<file path="src/rtl/edge_pkg.sv">
// rtl/edge_pkg.sv - shared mode encodings for the multi-channel edge detector
package edge_pkg;
   localparam logic [1:0] MODE_OFF  = 2'b00;
   localparam logic [1:0] MODE_RISE = 2'b01;
   localparam logic [1:0] MODE_FALL = 2'b10;
   localparam logic [1:0] MODE_BOTH = 2'b11;
endpackage

</file>
<file path="src/rtl/edge_chan.sv">
// rtl/edge_chan.sv - one channel: synchroniser, deglitch filter, edge pulses, sticky flag
module edge_chan
   import edge_pkg::*;
#(
   parameter int SYNC_STAGES   = 2,
   parameter int FILTER_CYCLES = 3
) (
   input  logic       clk,
   input  logic       reset_n,
   input  logic       a,
   input  logic [1:0] mode,
   input  logic       clear,
   output logic       rising_edge,
   output logic       falling_edge,
   output logic       event_flag
);
   localparam int CNT_W = $clog2(FILTER_CYCLES + 1);
   localparam logic [CNT_W-1:0] CNT_LAST = CNT_W'(FILTER_CYCLES - 1);

   logic [SYNC_STAGES-1:0] sync_q;
   logic                   filt_q;
   logic [CNT_W-1:0]       cnt_q;
   logic                   s;
   logic                   accept;
   logic                   rise_d;
   logic                   fall_d;
   logic                   set;

   always_comb begin
      s      = sync_q[SYNC_STAGES-1];
      accept = (s != filt_q) && (cnt_q == CNT_LAST);
      rise_d = accept & s;
      fall_d = accept & ~s;
      // Flag follows the pulse being registered this cycle, so it rises with the pulse
      set    = (rise_d & |(mode & MODE_RISE)) | (fall_d & |(mode & MODE_FALL));
   end

   always_ff @(posedge clk or negedge reset_n) begin
      if (!reset_n) begin
         sync_q <= '0;
      end else begin
         sync_q <= {sync_q[SYNC_STAGES-2:0], a};
      end
   end

   always_ff @(posedge clk or negedge reset_n) begin
      if (!reset_n) begin
         filt_q <= 1'b0;
         cnt_q  <= '0;
      end else if (s == filt_q) begin
         cnt_q  <= '0;
      end else if (accept) begin
         filt_q <= s;
         cnt_q  <= '0;
      end else begin
         cnt_q  <= cnt_q + CNT_W'(1);
      end
   end

   always_ff @(posedge clk or negedge reset_n) begin
      if (!reset_n) begin
         rising_edge  <= 1'b0;
         falling_edge <= 1'b0;
         event_flag   <= 1'b0;
      end else begin
         rising_edge  <= rise_d;
         falling_edge <= fall_d;
         // Set dominates clear so an edge coinciding with a clear is never lost
         event_flag   <= (event_flag & ~clear) | set;
      end
   end
endmodule

</file>
<file path="src/rtl/edge_detect_multi.sv">
// rtl/edge_detect_multi.sv - NUM_CH independent edge channels with a combined interrupt
module edge_detect_multi
   import edge_pkg::*;
#(
   parameter int NUM_CH        = 4,
   parameter int SYNC_STAGES   = 2,
   parameter int FILTER_CYCLES = 3
) (
   input  logic                clk,
   input  logic                reset_n,
   input  logic [NUM_CH-1:0]   a_i,
   input  logic [2*NUM_CH-1:0] mode_i,
   input  logic [NUM_CH-1:0]   clear_i,
   output logic [NUM_CH-1:0]   rising_edge_o,
   output logic [NUM_CH-1:0]   falling_edge_o,
   output logic [NUM_CH-1:0]   event_o,
   output logic                irq_o
);
   for (genvar i = 0; i < NUM_CH; i++) begin : g_chan
      edge_chan #(
         .SYNC_STAGES  (SYNC_STAGES),
         .FILTER_CYCLES(FILTER_CYCLES)
      ) u_chan (
         .clk         (clk),
         .reset_n     (reset_n),
         .a           (a_i[i]),
         .mode        (mode_i[2*i+1:2*i]),
         .clear       (clear_i[i]),
         .rising_edge (rising_edge_o[i]),
         .falling_edge(falling_edge_o[i]),
         .event_flag  (event_o[i])
      );
   end

   assign irq_o = |event_o;
endmodule
</file>
<file path="config.mk">
export PLATFORM = sky130hd
export DESIGN_NAME = edge_detect_multi
export DESIGN_NICKNAME = d
export VERILOG_FILES = /design/src/rtl/edge_pkg.sv /design/src/rtl/edge_chan.sv /design/src/rtl/edge_detect_multi.sv
export SDC_FILE = /design/constraint.sdc
export NUM_CORES = 1
export LEC_CHECK = 0
export CAP_MARGIN = 5
export CORE_MARGIN = 2
export CORE_UTILIZATION = 45
export CTS_CLUSTER_DIAMETER = 50
export DETAILED_ROUTE_END_ITERATION = 7
export DONT_BUFFER_PORTS = 1
export GPL_ROUTABILITY_DRIVEN = 0
export PLACE_DENSITY = 0.68
export SYNTH_ARGS = -nofsm -noshare
export SYNTH_HDL_FRONTEND = slang
export SYNTH_SLANG_ARGS = --single-unit
</file>
<file path="constraint.sdc">
create_clock -name clk -period 1.8 [get_ports clk]
set_clock_uncertainty 0.15 [all_clocks]
set_input_delay 0 -clock clk [delete_from_list [all_inputs] [get_ports clk]]
set_output_delay 0 -clock clk [all_outputs]
set_load 0.01 [all_outputs]
</file>
* Yosys cells after proc, flatten, opt, wreduce, memory -nomap -nowiden *
Index checks and enable logic that the tools add are counted.

word-level totals
  register bits after elaboration = 32
  bits of input ports = 18
  logic and storage cells = 97

cells by class
  add/subtract/negate cells = 4
  eq/ne operators = 12
  multiplexer cells = 8
  bitwise logic cells = 40
  reduce and logical (&&, ||, !) cells = 9

operators by type and width
  kind                                         count
  AND 1 bit                                    20
  two-way mux 2 bit                            8
  NOT 1 bit                                    12
  adder 2 x 1 -> 2 bit, second input constant  4
  == test 2 bit, second input constant         4
  bitwise OR 1 bit                             8
  AND reduction 2 bit                          4
  == test 1 bit                                4
  logical AND 1 bit                            4
  inequality test 1 bit                        4
  OR reduction 4 bit                           1

* Longest topological paths before layout *
  depth in word-level cells = 6
  mapped depth = 2
  depth with buffers taken out = 2

* Modules after synthesis *
Synthesis repeated with hierarchy kept, for this count alone.

unflattened totals
  cells, all modules = 69
  area total of the unflattened synthesis = 1128.6 µm²

modules (own cells, without submodules)
  module             times used  cells an instance  area each (µm²)  seq. area each (µm²)
  edge_chan          4           17                 280.3            200.2
  edge_detect_multi  1           1                  7.5              0.0

* Least setup slack after synthesis *
Ideal clock, no wire load.

  path type = register -> register
  start = register g_chan[1].u_chan.cnt_q[1]
  end = register g_chan[1].u_chan.event_flag
  setup time = 0.126 ns
  arrival time = 0.920 ns
  data required time = 1.524 ns
  slack = 0.604 ns
  cell stages (with the launch flop) = 3
  period minus slack after synthesis = 1.196 ns
  cell sequence = dfrtp_1 -> and4bb_1 -> a221o_1

on the way
  longest elaborated chain between the ends = 6

RTL lines
  element                      line             source
  start: declaration           edge_chan.sv:22  logic [CNT_W-1:0] cnt_q;
  start signal: assignment     edge_chan.sv:56  cnt_q <= cnt_q + CNT_W'(1);
  == test 2 bit                edge_chan.sv:31  accept = (s != filt_q) && (cnt_q == CNT_LAST);
  logical AND 1 bit            edge_chan.sv:31
  AND 1 bit                    edge_chan.sv:33  fall_d = accept & ~s;
  net g_chan[1].u_chan.fall_d  edge_chan.sv:26  logic fall_d;
  AND 1 bit                    edge_chan.sv:35  set = (rise_d & |(mode & MODE_RISE)) | (fall_d & |(mode & MODE_FALL));
  bitwise OR 1 bit             edge_chan.sv:35
  bitwise OR 1 bit             edge_chan.sv:69  event_flag <= (event_flag & ~clear) | set;
  end signal: assignment       edge_chan.sv:69
  end: declaration             edge_chan.sv:15  output logic event_flag

The timed path passes the listed nets, and every way through them passes these cells.
A chain may end at the register's enable or synchronous reset.

* Worst setup path after layout *
  start = register g_chan[0].u_chan.filt_q
  end = register g_chan[0].u_chan.event_flag

on the way
  longest elaborated chain between the ends = 6

RTL lines
  element                      line             source
  start: declaration           edge_chan.sv:21  logic filt_q;
  start signal: assignment     edge_chan.sv:53  filt_q <= s;
  inequality test 1 bit        edge_chan.sv:31
  logical AND 1 bit            edge_chan.sv:31
  AND 1 bit                    edge_chan.sv:33
  net g_chan[0].u_chan.fall_d  edge_chan.sv:26
  AND 1 bit                    edge_chan.sv:35
  bitwise OR 1 bit             edge_chan.sv:35
  bitwise OR 1 bit             edge_chan.sv:69
  end signal: assignment       edge_chan.sv:69
  end: declaration             edge_chan.sv:15

The timed path passes the listed nets, and every way through them passes these cells.

==> results.json <==
{
  "outcome": "finished clean",
  "maxCapViolations": 0,
  "r2r-end": "g_chan[0].u_chan.event_flag$_DFF_PN0_",
  "regToRegSetupSlack_ns": 0.05,
  "totalWireLength_um": 1800,
  "arrival_ns": 1.80,
  "cts_resized": 0,
  "met2_usage_pct": 22.4,
  "via_per_inst": 5.16,
  "r2r_start": "g_chan[0].u_chan.filt_q$_DFFE_PN0P_",
  "p_leak_nw": 0.688,
  "fin_crit_ns": 1.75,
  "clk_pin_slew_ns": 0.10,
  "max_stage_delay_ns": 0.55,
  "ios": 31,
  "wire_per_inst_um": 13.9,
  "ir_worst_vdd_mv": 0.770,
  "critPathRequiredTime_ns": 1.85,
  "cts_tree": "done",
  "crit_type": "reg2reg",
  "grt_max_degree": 33,
  "overflow": 0,
  "yosys_warnings": 0,
  "first_pass_iters": 4,
  "cp-end-kind": "flop",
  "worst_pin_slew_ns": 0.212,
  "antenna_left": 0,
  "num_vias": 671,
  "place_area_um2": 1170,
  "drv_slew": 0,
  "finalSetupViolCount": 0,
  "grt_pass1_wl_um": 3250,
  "grt_use_met3_pct": 6.05,
  "syn_to_final_growth_pct": 20.1,
  "cts_max_level": 2,
  "start_util_pct": 48.6,
  "worstRegToRegCells": 3,
  "num_antenna_cells": 0,
  "slew_headroom_pct": 85.7,
  "synth_nets": 99,
  "synth_area_um2": 1230,
  "gr-max-usage-layer": "met2",
  "die_area_um2": 3160,
  "clk_latency_ns": 0.31,
  "drt-initial-drc-count": 12,
  "netlist_instances": 81,
  "hold_class": "in2async",
  "chipWidth_um": 56.2,
  "cts_root_buf": "clkbuf_4",
  "rsz0062_at_grt": "false",
  "grt_pass1_vias": 750,
  "antenna_found_initial": 0,
  "use_met1_pct": 15.6,
  "fmax_ghz": 0.571,
  "core_um2": 2520,
  "place.port_buffers": 0,
  "die-height_um": 56.2,
  "path_max_fanout": 4,
  "fin_setup_tns_ns": 0,
  "fin_crit_sh_pct": 97.3,
  "rows": 18,
  "numCtsBuffers": 5,
  "drcViolationCount": 0,
  "fin_area_um2": 1470,
  "ys_ff_latch": 32,
  "cp_slowest_cell": "dlygate4sd3_1",
  "avgSynthCellArea_um2": 15.1,
  "drive_above_1_share_pct": 26.0,
  "powerDensity_nw_per_um2": 1280,
  "seq_area_frac_synth_pct": 65.3,
  "nNetsFinal": 117,
  "start_kind": "flop",
  "nFillCells": 209,
  "path_cells": "and4bb_1, a221o_1, dlygate4sd3_1",
  "hold_violations": 0,
  "cts.sinks": 32,
  "yosysUniqueCellTypes": 13,
  "clockBufferDepth": 2,
  "track_usage_pct": 13.6
}
==> state kept, by name, indices dropped and copies added, names as in the netlist <==
signal                      flops
g_chan.u_chan.sync_q            8
g_chan.u_chan.filt_q            4
g_chan.u_chan.event_flag        4
g_chan.u_chan.rising_edge       4
g_chan.u_chan.falling_edge      4
g_chan.u_chan.cnt_q             8
==> metal layers <==
metal  vias to the layer above  routed length, um  part of all wire [%]
met1                       327                753                    42
met5                         -                  0                     0
met2                        26                902                    50
li1                        316                  -                     -
met3                         2                125                   6.9
met4                         0                 21                   1.2
==> cells in the final DEF, fill, tap and decap left out <==
cell type / synthesis / layout
buf_4: 12 / 5
dlygate4sd3_1: 0 / 16
nand2b_1: 1 / 1
or4_1: 1 / 1
clkinv_2: 0 / 2
dfrtp_1: 32 / 32
xnor2_1: 4 / 4
nor2b_1: 4 / 4
a221o_1: 4 / 4
and4bb_1: 4 / 4
nor3_1: 4 / 4
clkbuf_8: 0 / 1
and4bb_2: 4 / 4
nor3b_1: 4 / 4
mux2_2: 4 / 4
clkbuf_4: 0 / 5
and2b_2: 3 / 3
buf_12: 0 / 2
==> cell usage after synthesis <==
library cell	number	area, um2
dfrtp_1	32	801
buf_4	12	90.1
a221o_1	4	40.0
and4bb_1	4	50.1
and4bb_2	4	50.1
mux2_2	4	45.0
nor2b_1	4	25.0
nor3_1	4	20.0
nor3b_1	4	30.0
xnor2_1	4	35.0
and2b_2	3	26.3
nand2b_1	1	6.26
or4_1	1	7.51
==> worst max path at each step <==
| stage | startpoint | end | slack, ns | cells past startpoint |
|---|---|---|---|---|
| after CTS | g_chan[0].u_chan.filt_q$_DFFE_PN0P_ | g_chan[0].u_chan.event_flag$_DFF_PN0_ | 0.02 | 3 |
| after floorplan | g_chan[1].u_chan.cnt_q[1]$_DFF_PN0_ | g_chan[1].u_chan.event_flag$_DFF_PN0_ | 0.60 | 2 |
| after global placement | g_chan[1].u_chan.cnt_q[1]$_DFF_PN0_ | g_chan[1].u_chan.event_flag$_DFF_PN0_ | 0.57 | 2 |
| final | g_chan[0].u_chan.filt_q$_DFFE_PN0P_ | g_chan[0].u_chan.event_flag$_DFF_PN0_ | 0.05 | 3 |
| after global routing | g_chan[0].u_chan.filt_q$_DFFE_PN0P_ | g_chan[0].u_chan.event_flag$_DFF_PN0_ | 0.002 | 3 |
| after detailed placement | g_chan[1].u_chan.cnt_q[1]$_DFF_PN0_ | g_chan[1].u_chan.event_flag$_DFF_PN0_ | 0.53 | 2 |
==> metrics by stage <==
step | total power, mW | hold slack, ns | utilization (%) | setup slack (ns) | instances
6_report | 1.88 | 0.0530 | 58.4 | 0.0492 | 130
5_1_grt | 2.02 | 0.0667 | 58.4 | 0.00166 | 130
4_1_cts | 1.85 | 0.0410 | 56.9 | 0.0180 | 125
3_5_place_dp | 1.38 | -0.445 | 46.5 | 0.532 | 99
3_3_place_gp | 1.37 | -0.445 | 46.5 | 0.567 | 99
2_1_floorplan | 1.36 | -0.446 | - | 0.604 | 81
==> where the power goes <==
group / internal (mW) / leakage, nW / switching (mW)
clock network: 0.186 / 0.0380 / 0.225
registers: 0.886 / 0.411 / 0.164
logic: 0.283 / 0.239 / 0.137
total: 1.35 / 0.688 / 0.526
==> repair_timing <==
item	in CTS	in global routing
hold buffers	18	0
endpoints found under the setup margin	0	1
buffers inserted	0	5
endpoints found under the hold margin	40	0
==> area by class of cell <==
cell class                 instances  area, um2  share of cell area, %
clock buffer                       6       51.3                   3.48
clock inverter                     2       10.0                  0.680
multi-input combinational         37        335                   22.8
sequential                        32        801                   54.4
tap                               30       37.5                   2.55
timing repair buffer              23        238                   16.1
==> kinds of logic after synthesis <==
| family | synth area share [%] |
|---|---|
| simple gates | 17.6 |
| buf+inv | 7.35 |
| flops | 65.3 |
| mux | 3.67 |
| compound gates | 3.27 |
| xor+xnor | 2.86 |
==> worst max-delay path, delay by kind of cell, from the launching register on <==
family	cells	cell delay, ns
and+or+nand+nor	1	0.22
DFF	1	0.42
buffers and inverters	1	0.55
AOI/OAI and AO/OA	1	0.30
(Power assumes the default switching activity.)
